File: config.mk
export PLATFORM = sky130hd
export DESIGN_NAME = brlite_delivery_monitor
export DESIGN_NICKNAME = d
export VERILOG_FILES = /design/src/rtl/brlite_delivery_monitor.sv
export SDC_FILE = /design/constraint.sdc
export NUM_CORES = 1
export LEC_CHECK = 0
export BUFFER_PORTS_ARGS = -buffer_cell sky130_fd_sc_hd__clkbuf_2
export CORE_ASPECT_RATIO = 1.25
export CORE_MARGIN = 2
export CORE_UTILIZATION = 52
export CTS_CLUSTER_DIAMETER = 40
export CTS_CLUSTER_SIZE = 10
export DETAILED_ROUTE_END_ITERATION = 6
export GPL_TIMING_DRIVEN = 0
export PLACE_DENSITY = 0.69
export SLEW_MARGIN = 10
export SYNTH_ARGS = -nofsm -noshare
export SYNTH_HDL_FRONTEND = slang
export SYNTH_SLANG_ARGS = --single-unit
File: constraint.sdc
create_clock -name clk_i -period 6.85 [get_ports clk_i]
set_input_delay 0 -clock clk_i [delete_from_list [all_inputs] [get_ports clk_i]]
set_output_delay 0 -clock clk_i [all_outputs]
set_load 0.02 [all_outputs]
File: src/rtl/brlite_delivery_monitor.sv
// BrLite local-port receive monitor: 4-phase req/ack sink, timestamped log FIFO.
// Optional per-source duplicate filter enabled by defining BRLITE_MON_DEDUP_EN.
module brlite_delivery_monitor #(
  parameter int PE_CNT    = 64,
  parameter int SRC_W     = $clog2(PE_CNT),
  parameter int PAYLOAD_W = 16,
  parameter int TS_W      = 32,
  parameter int LOG_DEPTH = 8
) (
  input  logic                         clk_i,
  input  logic                         rst_ni,
  input  logic                         req_i,
  output logic                         ack_o,
  input  logic [SRC_W-1:0]             src_i,
  input  logic [PAYLOAD_W-1:0]         payload_i,
  output logic                         log_valid_o,
  input  logic                         log_ready_i,
  output logic [TS_W-1:0]              log_ts_o,
  output logic [SRC_W-1:0]             log_src_o,
  output logic [PAYLOAD_W-1:0]         log_payload_o,
  output logic [$clog2(LOG_DEPTH):0]   log_count_o,
  output logic                         overflow_o,
  output logic                         dup_o
);

  localparam int AW = $clog2(LOG_DEPTH);
  localparam int CW = AW + 1;
  localparam int EW = TS_W + SRC_W + PAYLOAD_W;

  typedef enum logic {S_IDLE, S_ACK} state_t;

  state_t           r_state;
  state_t           w_state_nxt;
  logic             w_capture;
  logic             w_dup;
  logic             w_full;
  logic             w_pop;
  logic             w_push;
  logic [TS_W-1:0]  r_ts;
  logic [AW-1:0]    r_wptr;
  logic [AW-1:0]    r_rptr;
  logic [CW-1:0]    r_count;
  logic             r_ovf;
  logic [EW-1:0]    r_mem [LOG_DEPTH];

  always_ff @(posedge clk_i) begin
    if (!rst_ni) r_state <= S_IDLE;
    else         r_state <= w_state_nxt;
  end

  always_comb begin
    w_state_nxt = r_state;
    unique case (r_state)
      S_IDLE: if (req_i)  w_state_nxt = S_ACK;
      S_ACK:  if (!req_i) w_state_nxt = S_IDLE;
      default:            w_state_nxt = S_IDLE;
    endcase
  end

  always_comb begin
    ack_o     = (r_state == S_ACK);
    w_capture = (r_state == S_IDLE) && req_i;
  end

  always_ff @(posedge clk_i) begin
    if (!rst_ni) r_ts <= '0;
    else         r_ts <= r_ts + TS_W'(1);
  end

  // The network never stalls: a full log drops the flit but still acks it.
  assign w_full = (r_count == CW'(LOG_DEPTH));
  assign w_pop  = (r_count != '0) && log_ready_i;
  assign w_push = w_capture && !w_dup && (!w_full || w_pop);

  always_ff @(posedge clk_i) begin
    if (!rst_ni) begin
      r_wptr  <= '0;
      r_rptr  <= '0;
      r_count <= '0;
      r_ovf   <= 1'b0;
    end else begin
      if (w_push) r_wptr <= r_wptr + AW'(1);
      if (w_pop)  r_rptr <= r_rptr + AW'(1);
      r_count <= r_count + CW'(w_push) - CW'(w_pop);
      if (w_capture && !w_dup && w_full && !w_pop) r_ovf <= 1'b1;
    end
  end

  always_ff @(posedge clk_i) begin
    if (w_push) r_mem[r_wptr] <= {r_ts, src_i, payload_i};
  end

  assign log_valid_o = (r_count != '0);
  assign log_count_o = r_count;
  assign overflow_o  = r_ovf;
  assign {log_ts_o, log_src_o, log_payload_o} = r_mem[r_rptr];

`ifdef BRLITE_MON_DEDUP_EN
  logic [PE_CNT-1:0]    r_tab_v;
  logic [PAYLOAD_W-1:0] r_tab_p [PE_CNT];
  logic                 r_dup;

  assign w_dup = w_capture && r_tab_v[src_i] && (r_tab_p[src_i] == payload_i);

  always_ff @(posedge clk_i) begin
    if (!rst_ni) begin
      r_tab_v <= '0;
      r_dup   <= 1'b0;
    end else begin
      if (w_push) r_tab_v[src_i] <= 1'b1;
      if (w_dup)  r_dup <= 1'b1;
    end
  end

  always_ff @(posedge clk_i) begin
    if (w_push) r_tab_p[src_i] <= payload_i;
  end

  assign dup_o = r_dup;
`else
  assign w_dup = 1'b0;
  assign dup_o = 1'b0;
`endif

endmodule

==> results of run 1 <==
[worst paths after layout]
kind                            slack, ps  cells past startpoint                 endpoint
worst min register to register        480                      1  overflow_o$_SDFFE_PN0P_
worst max register to register       3470                      9   r_mem[4][32]$_DFFE_PP_
worst max-delay path                 3470                      9   r_mem[4][32]$_DFFE_PP_
worst min-delay path                  250                      2   r_mem[4][15]$_DFFE_PP_
[cell families (layout without fill, tap and decap cells)]
kind of cell,Yosys count,after routing
mux,163,163
compound gates,47,47
simple gates,115,115
flops,479,479
buf+inv,46,310
fa+ha+maj,9,9
other cells,1,1
xor+xnor,15,15
[Yosys cell counts (all sizes together), types with 7 or more instances]
cell type / count
dfxtp: 47
ha: 8
a21oi: 22
nor2: 23
edfxtp: 432
buf: 20
mux4: 108
nand4: 9
xnor2: 8
clkbuf: 19
xor2: 7
mux2: 54
nand2: 19
nand3: 14
or4: 12
o31ai: 12
inv: 7
[state kept, by name (all words and copies together) (netlist names), named ones only]
signal,flops
r_mem,432
overflow_o,1
r_rptr,3
ack_o,1
r_wptr,3
log_count_o,4
r_ts,32
[timing repair]
item / 4_1_cts / 5_1_grt
hold buffers: 26 / 0
hold endpoints to repair: 189 / 0
buffers inserted: 0 / 0
[metal layers]
| layer | vias up | GRT usage, % | share of wire, % |
|---|---|---|---|
| li1 | 4070 | - | - |
| met3 | 58 | 3.23 | 4.2 |
| met2 | 242 | 34.3 | 51 |
| met1 | 4880 | 28.8 | 43 |
| met5 | - | 0 | 0 |
| met4 | 0 | 6.02 | 2.1 |
[layout make-up]
cell class | count | share of cell area, %
sequential | 479 | 63.6
clock buffer | 99 | 7.28
multi-input combinational | 350 | 19.7
buffer | 39 | 0.927
clock inverter | 4 | 0.166
tap | 474 | 2.71
timing repair buffer | 161 | 5.46
inverter | 7 | 0.120
[worst reg2reg max path, cell delays in order (launching register included)]
cell and delay [ps]:
dfxtp_1 340, inv_1 80, ha_1 210, nand2b_1 150
a31oi_1 550, nand2_1 270, nor3_2 650, buf_4 350
buf_4 230, buf_4 230
[metrics by stage]
stage	util [%]	hold WS, ps
after floorplan	-	98.9
after global placement	55.3	223
after detailed placement	56.8	225
after CTS	62.2	216
after global routing	62.2	256
final	62.2	245
[where the power goes]
group,internal (uW),switching [uW]
registers,3280,37.9
clock network,1560,1060
logic,788,877
total,5630,1980
==> metrics.yaml, run 1 <==
outcome: "completed"
period_minus_slack_ps: 3380
required_ps: 7100
slowest_delay_ps: 650
finalCritPeriodShare_pct: 49.3
synth_fp_nets: 910
layout_common_cells: "edfxtp_1, mux4_2, clkbuf_2"
totalWireLength_mm: 37.1
num_rows: 77
synth_top_family_by_area: "multiplexers"
multi_input_area_um2: 4320
path_common_cell: "buf_4"
synth.avg_cell_area_um2: 21.0
mappedNetlistArea_um2: 18400
synth_top_cell_area_share_pct: 70.4
tightest_slew_ps: 882
syn-instance-count: 875
io_buffers: 86
final_common_cell: "edfxtp_1"
grt_overflow_total: 0
route.vias.total: 9250
critical_path.max_fanout: 9
dp_hpwl_mm: 23.7
crit_start: "log_count_o[2]$_SDFF_PN0_"
clk_pin_slew_ps: 50
hold_violations: 0
synth_seq_area_share_pct: 75.6
numPlacedInstances: 1484
routabilityCongestion: 0.756
crit_type: "flop to flop"
antenna_left: 0
seq_area_um2: 13900
synth_cell_types: 48
async_flop_share_pct: 0
core-area_um2: 35200
numClockSinks: 479
min_from: "payload_i[15]"
routed_via_density: 5.73
crit_arrival_ps: 3630
maxSlewViolCount: 0
layout.nets: 1128
max_freq_ghz: 0.296
synth-seq-cells: 479
synth_warnings: 0
slowest_stage: "nor3_2"
drtPass1Iterations: 5
die-area_um2: 36900
wl_per_cell_um: 23.0
drtIter0Drc: 830
layout-drive-gt1-share_pct: 34.8
grt_max_degree: 23
grt_pass1_wl_mm: 56.6
ir_worst_vdd_mv: 0.185
layout.cells.non_filler: 1613
cp.buffers_inverters: 4
fillers: 2459
synth.largest_area_cell: "edfxtp_1"
finalPower_uw: 7600
die_w_um: 172
dpl-instance-area_um2: 20000
yosys.area_share.simple_pct: 3.71
n_antenna_cell: 0
clock-skew-final_ps: 23.2
cts_root_buf: "clkbuf_16"
finalSetupViolations: 0
p_per_area_nw_per_um2: 348
grt_setup_unrepaired: "false"
insertion_delay_ps: 580
crit_chain: "inv_1 > ha_1 > nand2b_1 > a31oi_1 > nand2_1 > nor3_2 > buf_4 > buf_4 > buf_4"
p_leak_uw: 0.00720
cts_resized: 0
synth_fa_ha_area_share_pct: 0.652
cts_buffer_depth: 3
synth_compound_area_share_pct: 1.54
cp-end-kind: "flop"
synthMuxAreaShare_pct: 16.6
die_height_um: 214
layout_setup_ws_ps: 3470
critPathLaunchType: "flop"
drv_cap: 0
design_area_um2: 21900
slew_headroom_pct: 41.2
start_util_pct: 52.4
synthTopCellsByArea: "edfxtp_1, mux4_2, dfxtp_1"
ios: 88
grt_usage_pct: 20.7
synth_xor_area_share_pct: 0.713
synth_edf_count: 432
drc: 0
crit_family: "simple AND/OR/NAND/NOR gates"
synth_flop_cell: "edfxtp_1"
antenna_found_initial: 0
cts_max_level: 2
setup_tns_ps: 0
areaGrowthSynthToFinish_pct: 18.8
r2r-start: "log_count_o[2]$_SDFF_PN0_"
grt_pass1_vias: 9473
cts_buffers: 55
hold_class: "input pin to flop"
cts_tree: "done"
pre_cts_slack_ps: 3480
Power figures use the tool's default switching activity.
==> run 2, diff against run 1 <==
Clock period 6.85 ns to 3.5 ns, I/O delays scaled along.
==> run 2 against run 1 <==
Net effect: maximum frequency increased by 6.2%; highest routed layer unchanged; worst hold slack improved by 10 ps; final area rose by 0.87%; combinational power is 98% higher; critical endpoint is now r_mem[5][23]$_DFFE_PP_.
==> metrics.yaml, run 2 (synthesis gave the netlist of run 1 again) <==
r2r-end: "r_mem[5][23]$_DFFE_PP_"
areaGrowthSynthToFinish_pct: 19.8
clk_pin_slew_ps: 60
crit_type: "flop to flop"
layout_setup_ws_ps: 316
cts_buffer_depth: 3
finalCritPeriodShare_pct: 91.0
cts_resized: 0
finalSetupViolations: 0
routabilityCongestion: 0.728
die_w_um: 172
hold_violations: 0
clock-skew-final_ps: 12.7
grt_max_degree: 24
grt_pass1_vias: 9422
crit_end: "r_mem[5][23]$_DFFE_PP_"
outcome: "completed"
die-area_um2: 36900
route.vias.total: 9124
core-area_um2: 35200
start_util_pct: 52.4
r2r-start: "log_count_o[2]$_SDFF_PN0_"
wl_per_cell_um: 22.8
insertion_delay_ps: 570
slew_headroom_pct: 30.4
numClockSinks: 479
cts_buffers: 56
p_per_area_nw_per_um2: 684
cts_tree: "done"
die_height_um: 214
drv_cap: 0
crit_start: "log_count_o[2]$_SDFF_PN0_"
period_minus_slack_ps: 3180
drtPass1Iterations: 5
totalWireLength_mm: 36.3
dp_hpwl_mm: 22.8
numPlacedInstances: 1466
tightest_slew_ps: 1040
cts_max_level: 2
regMostFlops: "r_mem"
antenna_left: 0
layout_common_cells: "edfxtp_1, mux4_2, clkbuf_2"
routed_via_density: 5.71
ios: 88
critical_path.max_fanout: 13
num_rows: 77
final_common_cell: "edfxtp_1"
crit_arrival_ps: 3460
n_antenna_cell: 0
rrSetupSlack_ps: 320
p_leak_uw: 0.00721
maxSlewViolCount: 0
ir_worst_vdd_mv: 0.416
largest_reg_flops: 432
drc: 0
fillers: 2421
layout-drive-gt1-share_pct: 34.2
setup_tns_ps: 0
io_buffers: 86
required_ps: 3770
critPathLaunchType: "flop"
pre_cts_slack_ps: 314
grt_setup_unrepaired: "false"
layout.nets: 1111
grt_usage_pct: 20.2
max_freq_ghz: 0.314
cp-end-kind: "flop"
antenna_found_initial: 0
utilization_pct: 62.8
layout.cells.non_filler: 1597
hold_class: "input pin to flop"
grt_overflow_total: 0
grt_pass1_wl_mm: 55.3
drtIter0Drc: 844
reg2reg_depth: 8
cts_root_buf: "clkbuf_16"
[run 2: cell count changes in the layout (fill, tap and decap cells not counted), moves of 2 or more]
cell,before,now
nor3_4,0,3
buf_16,0,8
nor3b_2,3,0
clkbuf_8,3,5
clkinv_2,1,3
buf_6,28,5
clkbuf_1,59,55
buf_8,0,19
nor3_2,3,0
buf_4,23,1
nor3b_4,0,3
[run 2: per-layer routing]
layer | GRT usage (%) | share of wire, % | wire, um | vias to the layer above
met5 | 0 | 0 | 0 | -
met4 | 5.18 | 1.7 | 627 | 0
met3 | 3.43 | 4.4 | 1600 | 49
met2 | 34.5 | 52 | 18900 | 223
met1 | 27.3 | 42 | 15300 | 4805
li1 | - | - | - | 4047
[run 2: final cells by class]
cell class              count  area [um2]  share of cell area, %
plain buffers              39         203                  0.919
clock buffers              98        1630                   7.39
clock inverters             7        70.1                  0.318
inverters                   7        26.3                  0.119
multi-input cells         350        4350                   19.7
flip-flops and latches    479       13900                   63.1
well taps                 474         593                   2.69
repair buffers            143        1280                   5.78
[run 2: what timing repair did]
item,CTS,global route
setup buffers,0,0
hold endpoints to repair,190,0
hold buffers,26,0
[run 2: worst min-delay path by stage]
stage / startpoint / to / slack [ps] / cells past startpoint
finish: payload_i[5] / r_mem[0][5]$_DFFE_PP_ / 260 / 2
global route: src_i[5] / r_mem[7][21]$_DFFE_PP_ / 250 / 2
CTS: payload_i[10] / r_mem[7][10]$_DFFE_PP_ / 230 / 2
detailed placement: req_i / ack_o$_SDFF_PN0_ / 240 / 2
global placement: req_i / ack_o$_SDFF_PN0_ / 220 / 2
floorplan: payload_i[0] / r_mem[0][0]$_DFFE_PP_ / 100 / 0
[run 2: critical path: stages (launching register included)]
cell,delay [ps]
dfxtp_1,330
inv_1,80
ha_1,210
nand2b_1,160
a31oi_1,550
nand2_1,340
nor3b_4,760
buf_8,260
buf_8,180
[run 2: through the flow]
stage               power (uW)  hold WS [ps]  area [um2]
floorplan                 8950          98.9       18400
global route             15700           247       22100
finish                   15100           255       22100
CTS                      15300           228       22100
global placement          9830           223       19500
detailed placement        9950           238       20100
[run 2: power breakdown]
part	total, uW	internal (uW)	switching, uW
sequential	6500	6420	75.0
clock	5310	3200	2100
combinational	3280	1570	1710
==> run 3, diff against run 2 <==
Settings changed: CORE_UTILIZATION 52 to 55, PLACE_DENSITY 0.69 to 0.73.
==> run 3 against run 2 <==
Net effect: power is 0.70% lower; die area is 5.3% lower; first-iteration DRC count is 9.0% higher; critical path type unchanged; largest cell class unchanged.
==> metrics.yaml, run 3 (synthesis gave the netlist of run 1 again) <==
outcome: "completed"
regMostFlops: "r_mem"
grt_pass1_vias: 9548
hold_violations: 0
drc: 0
setup_tns_ps: 0
crit_type: "flop to flop"
cts_resized: 0
clock-skew-final_ps: 16.4
finalCritPeriodShare_pct: 91.0
crit_chain: "inv_1 > ha_1 > nand2b_1 > a31oi_1 > nand2b_1 > nor3b_4 > buf_8 > buf_8"
pre_cts_slack_ps: 79.5
top_layer_used: "met4"
p_leak_uw: 0.00719
crit_end: "r_mem[2][22]$_DFFE_PP_"
p_comb_share_pct: 22.0
totalWireLength_mm: 36.9
core-area_um2: 32900
layout_setup_ws_ps: 315
crit_family: "simple AND/OR/NAND/NOR gates"
die_height_um: 209
cp.buffers_inverters: 3
dr_wl_met2_mm: 19.3
r2r-start: "log_count_o[2]$_SDFF_PN0_"
n_antenna_cell: 0
cp-end-kind: "flop"
maxSlewViolCount: 0
io_buffers: 86
grt_overflow_total: 0
slowest_delay_ps: 760
rrSetupSlack_ps: 310
period_minus_slack_ps: 3190
p_per_area_nw_per_um2: 683
drtPass1Iterations: 5
layout-drive-gt1-share_pct: 34.1
wl_met1_mm: 14.9
largest_reg_flops: 432
seq_area_um2: 13900
wl_per_cell_um: 24.1
critPathLaunchType: "flop"
die_w_um: 168
final_common_cell: "edfxtp_1"
antenna_found_initial: 0
grt_usage_pct: 21.6
route.vias.total: 9195
drtIter0Drc: 920
routed_via_density: 6.01
max_freq_ghz: 0.314
grt_pass1_wl_mm: 56.1
p_seq_share_pct: 43.4
num_rows: 74
numClockSinks: 479
slowest_stage: "nor3b_4"
fillers: 2059
ir_worst_vdd_mv: 0.460
cts_buffers: 55
cts_max_level: 2
grt_max_degree: 24
start_util_pct: 56.0
tightest_slew_ps: 900
cts_buffer_depth: 3
crit_cells: 8
multi_input_area_um2: 4350
cts_root_buf: "clkbuf_16"
p_sw_uw: 3830
ios: 88
slew_headroom_pct: 40.0
cts_tree: "done"
critical_path.max_fanout: 11
wl_met3_mm: 1.92
drv_cap: 0
insertion_delay_ps: 570
r2r-end: "r_mem[2][22]$_DFFE_PP_"
hold_class: "input pin to flop"
layout.nets: 1111
antenna_left: 0
required_ps: 3760
crit_arrival_ps: 3450
finalSetupViolations: 0
p_sw_share_pct: 25.6
crit_start: "log_count_o[2]$_SDFF_PN0_"
reg2reg_depth: 8
areaGrowthSynthToFinish_pct: 19.2
dp_hpwl_mm: 23.3
grt_setup_unrepaired: "false"
die-area_um2: 35000
p_clk_share_pct: 34.6
layout_common_cells: "edfxtp_1, mux4_2, clkbuf_2"
power.internal_uw: 11200
routabilityCongestion: 0.729
clk_pin_slew_ps: 50
==> run 3: cell count changes in the layout (fill, tap and decap cells not counted), moves of 2 or more <==
cell	previous run	this run
clkbuf_1	55	48
clkbuf_8	5	2
buf_16	8	10
buf_4	1	3
buf_8	19	17
inv_6	2	0
==> run 3: metrics by stage <==
step                      cells  cell area [um2]  total power, uW  hold WS [ps]  util, %
after global placement     1379            19400             9820           223     59.0
after global routing       1529            21900            15600           260     66.8
after detailed placement   1409            20000             9940           237     61.0
after CTS                  1527            21900            15100           243     66.7
final                      1529            21900            15000           259     66.8
after floorplan             875            18400             8950          98.9        -
==> run 3: what timing repair did <==
item,CTS,global route
setup buffers,0,2
setup endpoints to repair,0,10
hold buffers,26,0
endpoints found under the hold margin,189,0
==> run 3: worst register-to-register path: cells and delay by family, from the launching register on <==
kind	cells	cell delay, ps
compound gates	1	540
fa+ha+maj	1	220
buf+inv	3	520
flops	1	330
simple gates	3	1280
==> run 3: how the worst min path moves through the flow <==
stage,cells past startpoint,slack [ps],end,from
2_1_floorplan,0,100,r_mem[0][0]$_DFFE_PP_,payload_i[0]
3_3_place_gp,2,220,ack_o$_SDFF_PN0_,req_i
3_5_place_dp,2,240,ack_o$_SDFF_PN0_,req_i
4_1_cts,2,240,r_mem[6][13]$_DFFE_PP_,payload_i[13]
5_1_grt,2,260,r_mem[0][13]$_DFFE_PP_,payload_i[13]
6_report,2,260,r_mem[4][16]$_DFFE_PP_,src_i[0]
==> run 3: power groups by stage <==
stage	sequential (uW)	combinational, uW	clock, uW
CTS	6500	3360	5280
detailed placement	6620	3320	0
global placement	6630	3190	0
global route	6520	3540	5510
finish	6500	3290	5180
floorplan	6630	2320	0
==> run 3: per-layer routing <==
| layer | vias up | global-route usage, % |
|---|---|---|
| met3 | 55 | 3.26 |
| met4 | 0 | 6.33 |
| li1 | 4040 | - |
| met5 | - | 0 |
| met2 | 301 | 37.6 |
| met1 | 4799 | 28.7 |
==> run 3: layout make-up <==
cell class | instances | area share [%]
plain buffers | 39 | 0.923
multi-input cells | 350 | 19.8
clock buffers | 88 | 7.12
flip-flops and latches | 479 | 63.4
repair buffers | 144 | 5.91
well taps | 418 | 2.38
clock inverters | 4 | 0.319
inverters | 7 | 0.120
